$ cat src/rtl/instr_encoder_loader_if.sv
`default_nettype none
// ============================================================================
// Module      : instr_encoder_loader_if
// Description : Symbolic instruction command bus with a valid/ready handshake,
//               carried from the host/boot command source to the encoder/loader.
//               master = command source, slave = instr_encoder_loader.
// Signals     : cmd_valid/cmd_ready handshake, cmd_kind (3), cmd_sel (1),
//               cmd_op/ra/rb/rc (5 each), cmd_imm (16), cmd_addr (7),
//               cmd_jtype (3), cmd_jaddr (8)
// Revision    : 1.0 - initial release
// ============================================================================
interface instr_encoder_loader_if;
  logic        cmd_valid;
  logic        cmd_ready;
  logic [2:0]  cmd_kind;
  logic        cmd_sel;
  logic [4:0]  cmd_op;
  logic [4:0]  cmd_ra;
  logic [4:0]  cmd_rb;
  logic [4:0]  cmd_rc;
  logic [15:0] cmd_imm;
  logic [6:0]  cmd_addr;
  logic [2:0]  cmd_jtype;
  logic [7:0]  cmd_jaddr;

  modport master (
    output cmd_valid, cmd_kind, cmd_sel, cmd_op, cmd_ra, cmd_rb, cmd_rc,
           cmd_imm, cmd_addr, cmd_jtype, cmd_jaddr,
    input  cmd_ready
  );

  modport slave (
    input  cmd_valid, cmd_kind, cmd_sel, cmd_op, cmd_ra, cmd_rb, cmd_rc,
           cmd_imm, cmd_addr, cmd_jtype, cmd_jaddr,
    output cmd_ready
  );
endinterface
`default_nettype wire

$ cat src/rtl/instr_encoder_loader.sv
`default_nettype none
// ============================================================================
// Module      : instr_encoder_loader
// Description : Packs symbolic instruction commands into 27-bit instruction
//               words and writes them sequentially into instruction RAM from
//               address 0 until EndProg is written or the memory is full.
// Ports       : system1000       - clock (rising edge)
//               system1000_rstn  - asynchronous active-low reset
//               start_i          - begin/restart a load at address 0
//               cmd              - command bus (slave modport)
//               imem_we_o        - one-cycle write strobe per accepted word
//               imem_addr_o      - write address (held while strobe low)
//               imem_wdata_o     - encoded word (held while strobe low)
//               done_o / err_o   - sticky status, cleared by start_i
//               count_o          - words written in the current load
// Options     : ENC_ILLEGAL_CHECK_EN - when defined, kind 7 is accepted but
//               not written and forces the error state; otherwise it is
//               encoded with the ALU field layout.
// Revision    : 1.0 - initial release
// ============================================================================
module instr_encoder_loader #(
  parameter int ADDR_W = 7,
  parameter int DEPTH  = 128
) (
  input  wire logic              system1000,
  input  wire logic              system1000_rstn,
  input  wire logic              start_i,
  instr_encoder_loader_if.slave  cmd,
  output logic                   imem_we_o,
  output logic [ADDR_W-1:0]      imem_addr_o,
  output logic [26:0]            imem_wdata_o,
  output logic                   done_o,
  output logic                   err_o,
  output logic [ADDR_W:0]        count_o
);

  localparam logic [ADDR_W-1:0] LAST_PTR = ADDR_W'(DEPTH - 1);
  localparam logic [2:0]        K_JUMP   = 3'd1;
  localparam logic [2:0]        K_LOAD   = 3'd2;
  localparam logic [2:0]        K_STORE  = 3'd3;
  localparam logic [2:0]        K_PUSH   = 3'd4;
  localparam logic [2:0]        K_POP    = 3'd5;
  localparam logic [2:0]        K_END    = 3'd6;

  typedef enum logic [1:0] {
    S_IDLE = 2'd0,
    S_LOAD = 2'd1,
    S_DONE = 2'd2,
    S_ERR  = 2'd3
  } state_t;

  state_t              state_q;
  logic [ADDR_W-1:0]   ptr_q;
  logic [ADDR_W:0]     count_q;
  logic                we_q;
  logic [ADDR_W-1:0]   addr_q;
  logic [26:0]         wdata_q;
  logic                done_q;
  logic                err_q;

  logic                accept_d;
  logic                illegal_d;
  logic [26:0]         enc_d;

  // start_i wins over a command presented in the same cycle.
  assign cmd.cmd_ready = (state_q == S_LOAD) && !start_i;
  assign accept_d      = cmd.cmd_valid && cmd.cmd_ready;

`ifdef ENC_ILLEGAL_CHECK_EN
  assign illegal_d = (cmd.cmd_kind == 3'd7);
`else
  assign illegal_d = 1'b0;
`endif

  // Field packing; unlisted bits stay zero. Kind 0 and 7 share the ALU layout.
  always_comb begin
    enc_d        = '0;
    enc_d[26:24] = cmd.cmd_kind;
    case (cmd.cmd_kind)
      K_JUMP: begin
        enc_d[23:21] = cmd.cmd_jtype;
        enc_d[20:13] = cmd.cmd_jaddr;
      end
      K_LOAD: begin
        enc_d[23]  = cmd.cmd_sel;
        enc_d[6:2] = cmd.cmd_ra;
        if (cmd.cmd_sel) enc_d[22:7]  = cmd.cmd_imm;
        else             enc_d[22:16] = cmd.cmd_addr;
      end
      K_STORE: begin
        enc_d[23]  = cmd.cmd_sel;
        enc_d[6:0] = cmd.cmd_addr;
        if (cmd.cmd_sel) enc_d[22:7]  = cmd.cmd_imm;
        else             enc_d[22:18] = cmd.cmd_ra;
      end
      K_PUSH, K_POP: begin
        enc_d[23:19] = cmd.cmd_ra;
      end
      K_END: begin
      end
      default: begin
        enc_d[23:19] = cmd.cmd_op;
        enc_d[18:14] = cmd.cmd_ra;
        enc_d[13:9]  = cmd.cmd_rb;
        enc_d[8:4]   = cmd.cmd_rc;
      end
    endcase
  end

  always_ff @(posedge system1000 or negedge system1000_rstn) begin
    if (!system1000_rstn) begin
      state_q <= S_IDLE;
      ptr_q   <= '0;
      count_q <= '0;
      we_q    <= 1'b0;
      addr_q  <= '0;
      wdata_q <= '0;
      done_q  <= 1'b0;
      err_q   <= 1'b0;
    end else begin
      we_q <= 1'b0;
      if (start_i) begin
        state_q <= S_LOAD;
        ptr_q   <= '0;
        count_q <= '0;
        done_q  <= 1'b0;
        err_q   <= 1'b0;
      end else if (accept_d && illegal_d) begin
        err_q   <= 1'b1;
        state_q <= S_ERR;
      end else if (accept_d) begin
        we_q    <= 1'b1;
        addr_q  <= ptr_q;
        wdata_q <= enc_d;
        ptr_q   <= ptr_q + 1'b1;
        count_q <= count_q + 1'b1;
        // EndProg in the last slot still finishes cleanly.
        if (cmd.cmd_kind == K_END) begin
          done_q  <= 1'b1;
          state_q <= S_DONE;
        end else if (ptr_q == LAST_PTR) begin
          err_q   <= 1'b1;
          state_q <= S_ERR;
        end
      end
    end
  end

  assign imem_we_o    = we_q;
  assign imem_addr_o  = addr_q;
  assign imem_wdata_o = wdata_q;
  assign done_o       = done_q;
  assign err_o        = err_q;
  assign count_o      = count_q;

endmodule
`default_nettype wire

$ cat src/flat_wrapper.sv
// flat-port wrapper written by rule: the top's interface ports become plain ports
module instr_encoder_loader_flat 
#(
  parameter int ADDR_W = 7,
  parameter int DEPTH  = 128
)
  (system1000, system1000_rstn, start_i, imem_we_o, imem_addr_o, imem_wdata_o, done_o, err_o, count_o, cmd_cmd_valid, cmd_cmd_kind, cmd_cmd_sel, cmd_cmd_op, cmd_cmd_ra, cmd_cmd_rb, cmd_cmd_rc, cmd_cmd_imm, cmd_cmd_addr, cmd_cmd_jtype, cmd_cmd_jaddr, cmd_cmd_ready);
  instr_encoder_loader_if cmd_i ();
  input  wire logic system1000;
  input  wire logic system1000_rstn;
  input  wire logic start_i;
  output logic imem_we_o;
  output logic [ADDR_W-1:0] imem_addr_o;
  output logic [26:0] imem_wdata_o;
  output logic done_o;
  output logic err_o;
  output logic [ADDR_W:0] count_o;
  input wire logic [$bits(cmd_i.cmd_valid)-1:0] cmd_cmd_valid;
  input wire logic [$bits(cmd_i.cmd_kind)-1:0] cmd_cmd_kind;
  input wire logic [$bits(cmd_i.cmd_sel)-1:0] cmd_cmd_sel;
  input wire logic [$bits(cmd_i.cmd_op)-1:0] cmd_cmd_op;
  input wire logic [$bits(cmd_i.cmd_ra)-1:0] cmd_cmd_ra;
  input wire logic [$bits(cmd_i.cmd_rb)-1:0] cmd_cmd_rb;
  input wire logic [$bits(cmd_i.cmd_rc)-1:0] cmd_cmd_rc;
  input wire logic [$bits(cmd_i.cmd_imm)-1:0] cmd_cmd_imm;
  input wire logic [$bits(cmd_i.cmd_addr)-1:0] cmd_cmd_addr;
  input wire logic [$bits(cmd_i.cmd_jtype)-1:0] cmd_cmd_jtype;
  input wire logic [$bits(cmd_i.cmd_jaddr)-1:0] cmd_cmd_jaddr;
  output wire logic [$bits(cmd_i.cmd_ready)-1:0] cmd_cmd_ready;
  assign cmd_i.cmd_valid = cmd_cmd_valid;
  assign cmd_i.cmd_kind = cmd_cmd_kind;
  assign cmd_i.cmd_sel = cmd_cmd_sel;
  assign cmd_i.cmd_op = cmd_cmd_op;
  assign cmd_i.cmd_ra = cmd_cmd_ra;
  assign cmd_i.cmd_rb = cmd_cmd_rb;
  assign cmd_i.cmd_rc = cmd_cmd_rc;
  assign cmd_i.cmd_imm = cmd_cmd_imm;
  assign cmd_i.cmd_addr = cmd_cmd_addr;
  assign cmd_i.cmd_jtype = cmd_cmd_jtype;
  assign cmd_i.cmd_jaddr = cmd_cmd_jaddr;
  assign cmd_cmd_ready = cmd_i.cmd_ready;
  instr_encoder_loader #(.ADDR_W(ADDR_W), .DEPTH(DEPTH)) u_core (.system1000(system1000), .system1000_rstn(system1000_rstn), .start_i(start_i), .cmd(cmd_i), .imem_we_o(imem_we_o), .imem_addr_o(imem_addr_o), .imem_wdata_o(imem_wdata_o), .done_o(done_o), .err_o(err_o), .count_o(count_o));
endmodule
$ cat config.mk
export PLATFORM = sky130hd
export DESIGN_NAME = instr_encoder_loader_flat
export DESIGN_NICKNAME = d
export VERILOG_FILES = /design/src/rtl/instr_encoder_loader_if.sv /design/src/rtl/instr_encoder_loader.sv /design/src/flat_wrapper.sv
export SDC_FILE = /design/constraint.sdc
export NUM_CORES = 1
export LEC_CHECK = 0
export CORE_AREA = 4 4 86 88
export DETAILED_ROUTE_END_ITERATION = 8
export DIE_AREA = 0 0 90 92
export PLACE_DENSITY = 0.79
export SKIP_CTS_REPAIR_TIMING = 1
export SYNTH_ARGS = -nofsm -noshare
export SYNTH_HDL_FRONTEND = slang
export SYNTH_SLANG_ARGS = --single-unit
$ cat constraint.sdc
create_clock -name system1000 -period 1.5 [get_ports system1000]
set_input_delay 0.3 -clock system1000 [delete_from_list [all_inputs] [get_ports system1000]]
set_output_delay 0.3 -clock system1000 [all_outputs]
set_load 0.02 [all_outputs]
==> results.py <==
metrics = {
    "outcome": {
        "status": "completed",
    },
    "placed_design": {
        "hpwlAfterDp_um": 6560,
        "io_buffers": 107,
        "place_ws_ns": -0.480,
        "placed_cell_area_mm2": 0.00430,
        "gp_congestion": 0.941,
    },
    "synthesis": {
        "synth_area_mm2": 0.00292,
        "ys_top_cells_by_area": "dfrtp_1, nand2_1, nor2_1, a21oi_1, a221oi_2",
        "synthDistinctLibCells": 46,
        "synth_nets": 388,
        "synth-async-reset-ratio_pct": 100,
        "yosysTopAreaCell": "dfrtp_1",
        "ys_seq_area_share_pct": 46.3,
        "synth.avg_cell_area_um2": 9.01,
        "yosys_warnings": 0,
        "ys_ff_latch": 54,
        "synth_edf_count": 0,
        "synth_cells": 324,
        "synth_top_flop_cell": "dfrtp_1",
        "synth_top_area_share_pct": 46.3,
    },
    "finish": {
        "diodes": 0,
        "design_area_mm2": 0.00459,
        "area_growth_pct": 57.2,
        "final_util_pct": 69.1,
        "final_nets": 521,
        "drive_gt1_share_pct": 14.8,
        "fill_cells": 516,
    },
    "timing": {
        "finClkSkew_ns": 0.00607,
        "tightest_slew_ns": 0.402,
        "drv_slew": 0,
        "final-hold-violation-count": 0,
        "setup_viol": 0,
        "whs_ns": 0.411,
        "max_freq_mhz": 701,
        "finalCritPeriodShare_pct": 95.1,
        "min_period_ns": 1.43,
        "rsz0062_at_grt": "false",
        "relSlewSlack_pct": 73.2,
        "setup_ws_ns": 0.0729,
    },
    "clock_tree": {
        "cts_num_sinks": 54,
        "cts.clk_slew.worst_paths_ns": 0.11,
        "clock_path_buffers": 2,
        "clkLatencyLatePin_ns": 0.31,
        "numCtsBuffers": 5,
        "h-tree-depth": 2,
        "cts_root_buffer": "clkbuf_8",
        "cts_tree": "done",
    },
    "floorplanning": {
        "die_area_mm2": 0.00828,
        "fp-row-count": 30,
        "fp.dieW_um": 90,
        "start_util_pct": 44.0,
        "coreArea_mm2": 0.00664,
        "fp.dieH_um": 92,
        "ios": 108,
    },
    "global_route": {
        "gr-usage-all-layers_pct": 21.1,
        "antenna_found_initial": 0,
        "grt_pass1_vias": 2996,
        "grt_max_degree": 55,
        "grt.overflow.total": 0,
        "grt_first_pass_wirelength_um": 14300,
    },
    "route": {
        "routed_wl_um": 8870,
        "drtIter0Drc": 101,
        "wl_per_cell_um": 16.5,
        "first_pass_iters": 4,
        "vias": 2902,
        "vias_per_cell": 5.39,
        "drc": 0,
        "detail-route-antenna-nets": 0,
    },
    "pwr": {
        "power.leakage_nw": 2.68,
        "total_power_mw": 3.84,
        "power.switching_mw": 1.17,
        "clockPowerShare_pct": 27.0,
        "pwr-share-comb_pct": 29.6,
        "irDropWorstVdd_mv": 0.624,
        "seqPwrFrac_pct": 43.5,
        "power_density_mw_per_mm2": 836,
        "p_int_mw": 2.67,
        "switching_share_pct": 30.5,
    },
    "setup_path": {
        "cp.arrival_ns": 1.63,
        "reg2reg_depth": 6,
        "critPathKind": "in -> reg",
        "critPathLaunchType": "primary input",
        "end_kind": "flip-flop",
        "cp_max_fo": 14,
        "critPathRequiredTime_ns": 1.70,
    },
    "min_path": {
        "hold_class": "in -> reg",
        "whs_path_depth": 3,
    },
    "flow_run": {
        "drv_cap": 0,
    },
}
-- kinds of logic after synthesis --
kind of cell,Yosys count,share of synthesized area [%]
compound gates,77,18.2
flops,54,46.3
buf+inv,33,5.57
xor+xnor,11,3.30
simple gates,136,21.9
mux,11,3.90
fa+ha+maj,2,0.857
-- routing by layer --
metal | vias up | share of wire [%] | global-route usage (%)
met4 | 0 | 1.3 | 5.74
met5 | - | 0 | 0
met2 | 95 | 52 | 36.9
met3 | 10 | 5.1 | 4.76
met1 | 1410 | 42 | 26.2
li1 | 1387 | - | -
-- power groups by stage --
stage                     logic [mW]  registers, mW  clock network, mW
after floorplan                0.347           1.85                  0
final                           1.13           1.67               1.03
after CTS                       1.15           1.67               1.05
after detailed placement        1.15           1.70                  0
after global placement          1.13           1.70                  0
after global routing            1.23           1.68               1.12
-- cell type report --
class,count,area (um^2),share of cell area [%]
clock inverters,3,48.8,1.06
multi-input cells,237,1440,31.5
well taps,80,100,2.18
inverters,12,45.0,0.981
clock buffers,5,68.8,1.50
flip-flops and latches,54,1350,29.4
repair buffers,147,1530,33.4
-- Yosys cell counts, types with 3 or more instances --
cell type,count
a22o_1,5
o221ai_1,3
buf_2,13
nand2_1,60
dfrtp_1,54
a21oi_1,18
xor2_1,7
a221oi_2,6
mux2i_1,8
inv_1,12
nor2_1,37
a221oi_1,7
xnor2_1,4
buf_6,3
o21ai_0,14
buf_1,3
nand3_1,9
o21ai_1,12
nor3b_1,3
a22oi_1,4
nand2b_1,4
nand3b_1,3
-- critical path, stage by stage --
cell	delay, ns
clkdlybuf4s50_1	0.51
buf_12	0.16
nor2_1	0.06
a22o_1	0.19
a221oi_1	0.31
o21ai_1	0.11
-- flip-flops by register name (all words and copies together) (netlist names) --
register             count
u_core.count_o           8
u_core.done_o            1
u_core.imem_we_o         1
u_core.ptr_q             7
u_core.state_q           2
u_core.imem_addr_o       7
u_core.err_o             1
u_core.imem_wdata_o     27
-- cells in the final DEF, fill, tap and decap left out, drive strengths merged, types with 8 or more instances in the layout --
cell	instances
dfrtp	54
a21oi	18
a221oi	13
mux2i	8
buf	40
inv	13
clkdlybuf4s50	56
nand3	9
nand2	60
dlymetal6s2s	49
nor2	37
o21ai	26
-- per-stage QoR --
step           cells  setup TNS, ns
2_1_floorplan    324              0
3_3_place_gp     529         -12.00
3_5_place_dp     529         -14.67
4_1_cts          537          -7.51
5_1_grt          538              0
6_report         538              0
-- worst paths after layout --
check	start	end	slack, ns
hold / removal	start_i	u_core.ptr_q[4]$_DFFE_PN0P_	0.41
max in group asynchronous	system1000_rstn	u_core.imem_wdata_o[20]$_DFFE_PN0P_	0.75
setup / recovery	cmd_cmd_sel	u_core.imem_wdata_o[16]$_DFFE_PN0P_	0.07
min in group asynchronous	system1000_rstn	u_core.imem_addr_o[2]$_DFFE_PN0P_	0.50
hold reg to reg	u_core.imem_addr_o[4]$_DFFE_PN0P_	u_core.imem_addr_o[4]$_DFFE_PN0P_	0.48
setup reg to reg	u_core.state_q[1]$_DFFE_PN0P_	u_core.count_o[5]$_DFFE_PN0P_	0.10
Note: power is estimated with default switching activity, not from simulation.
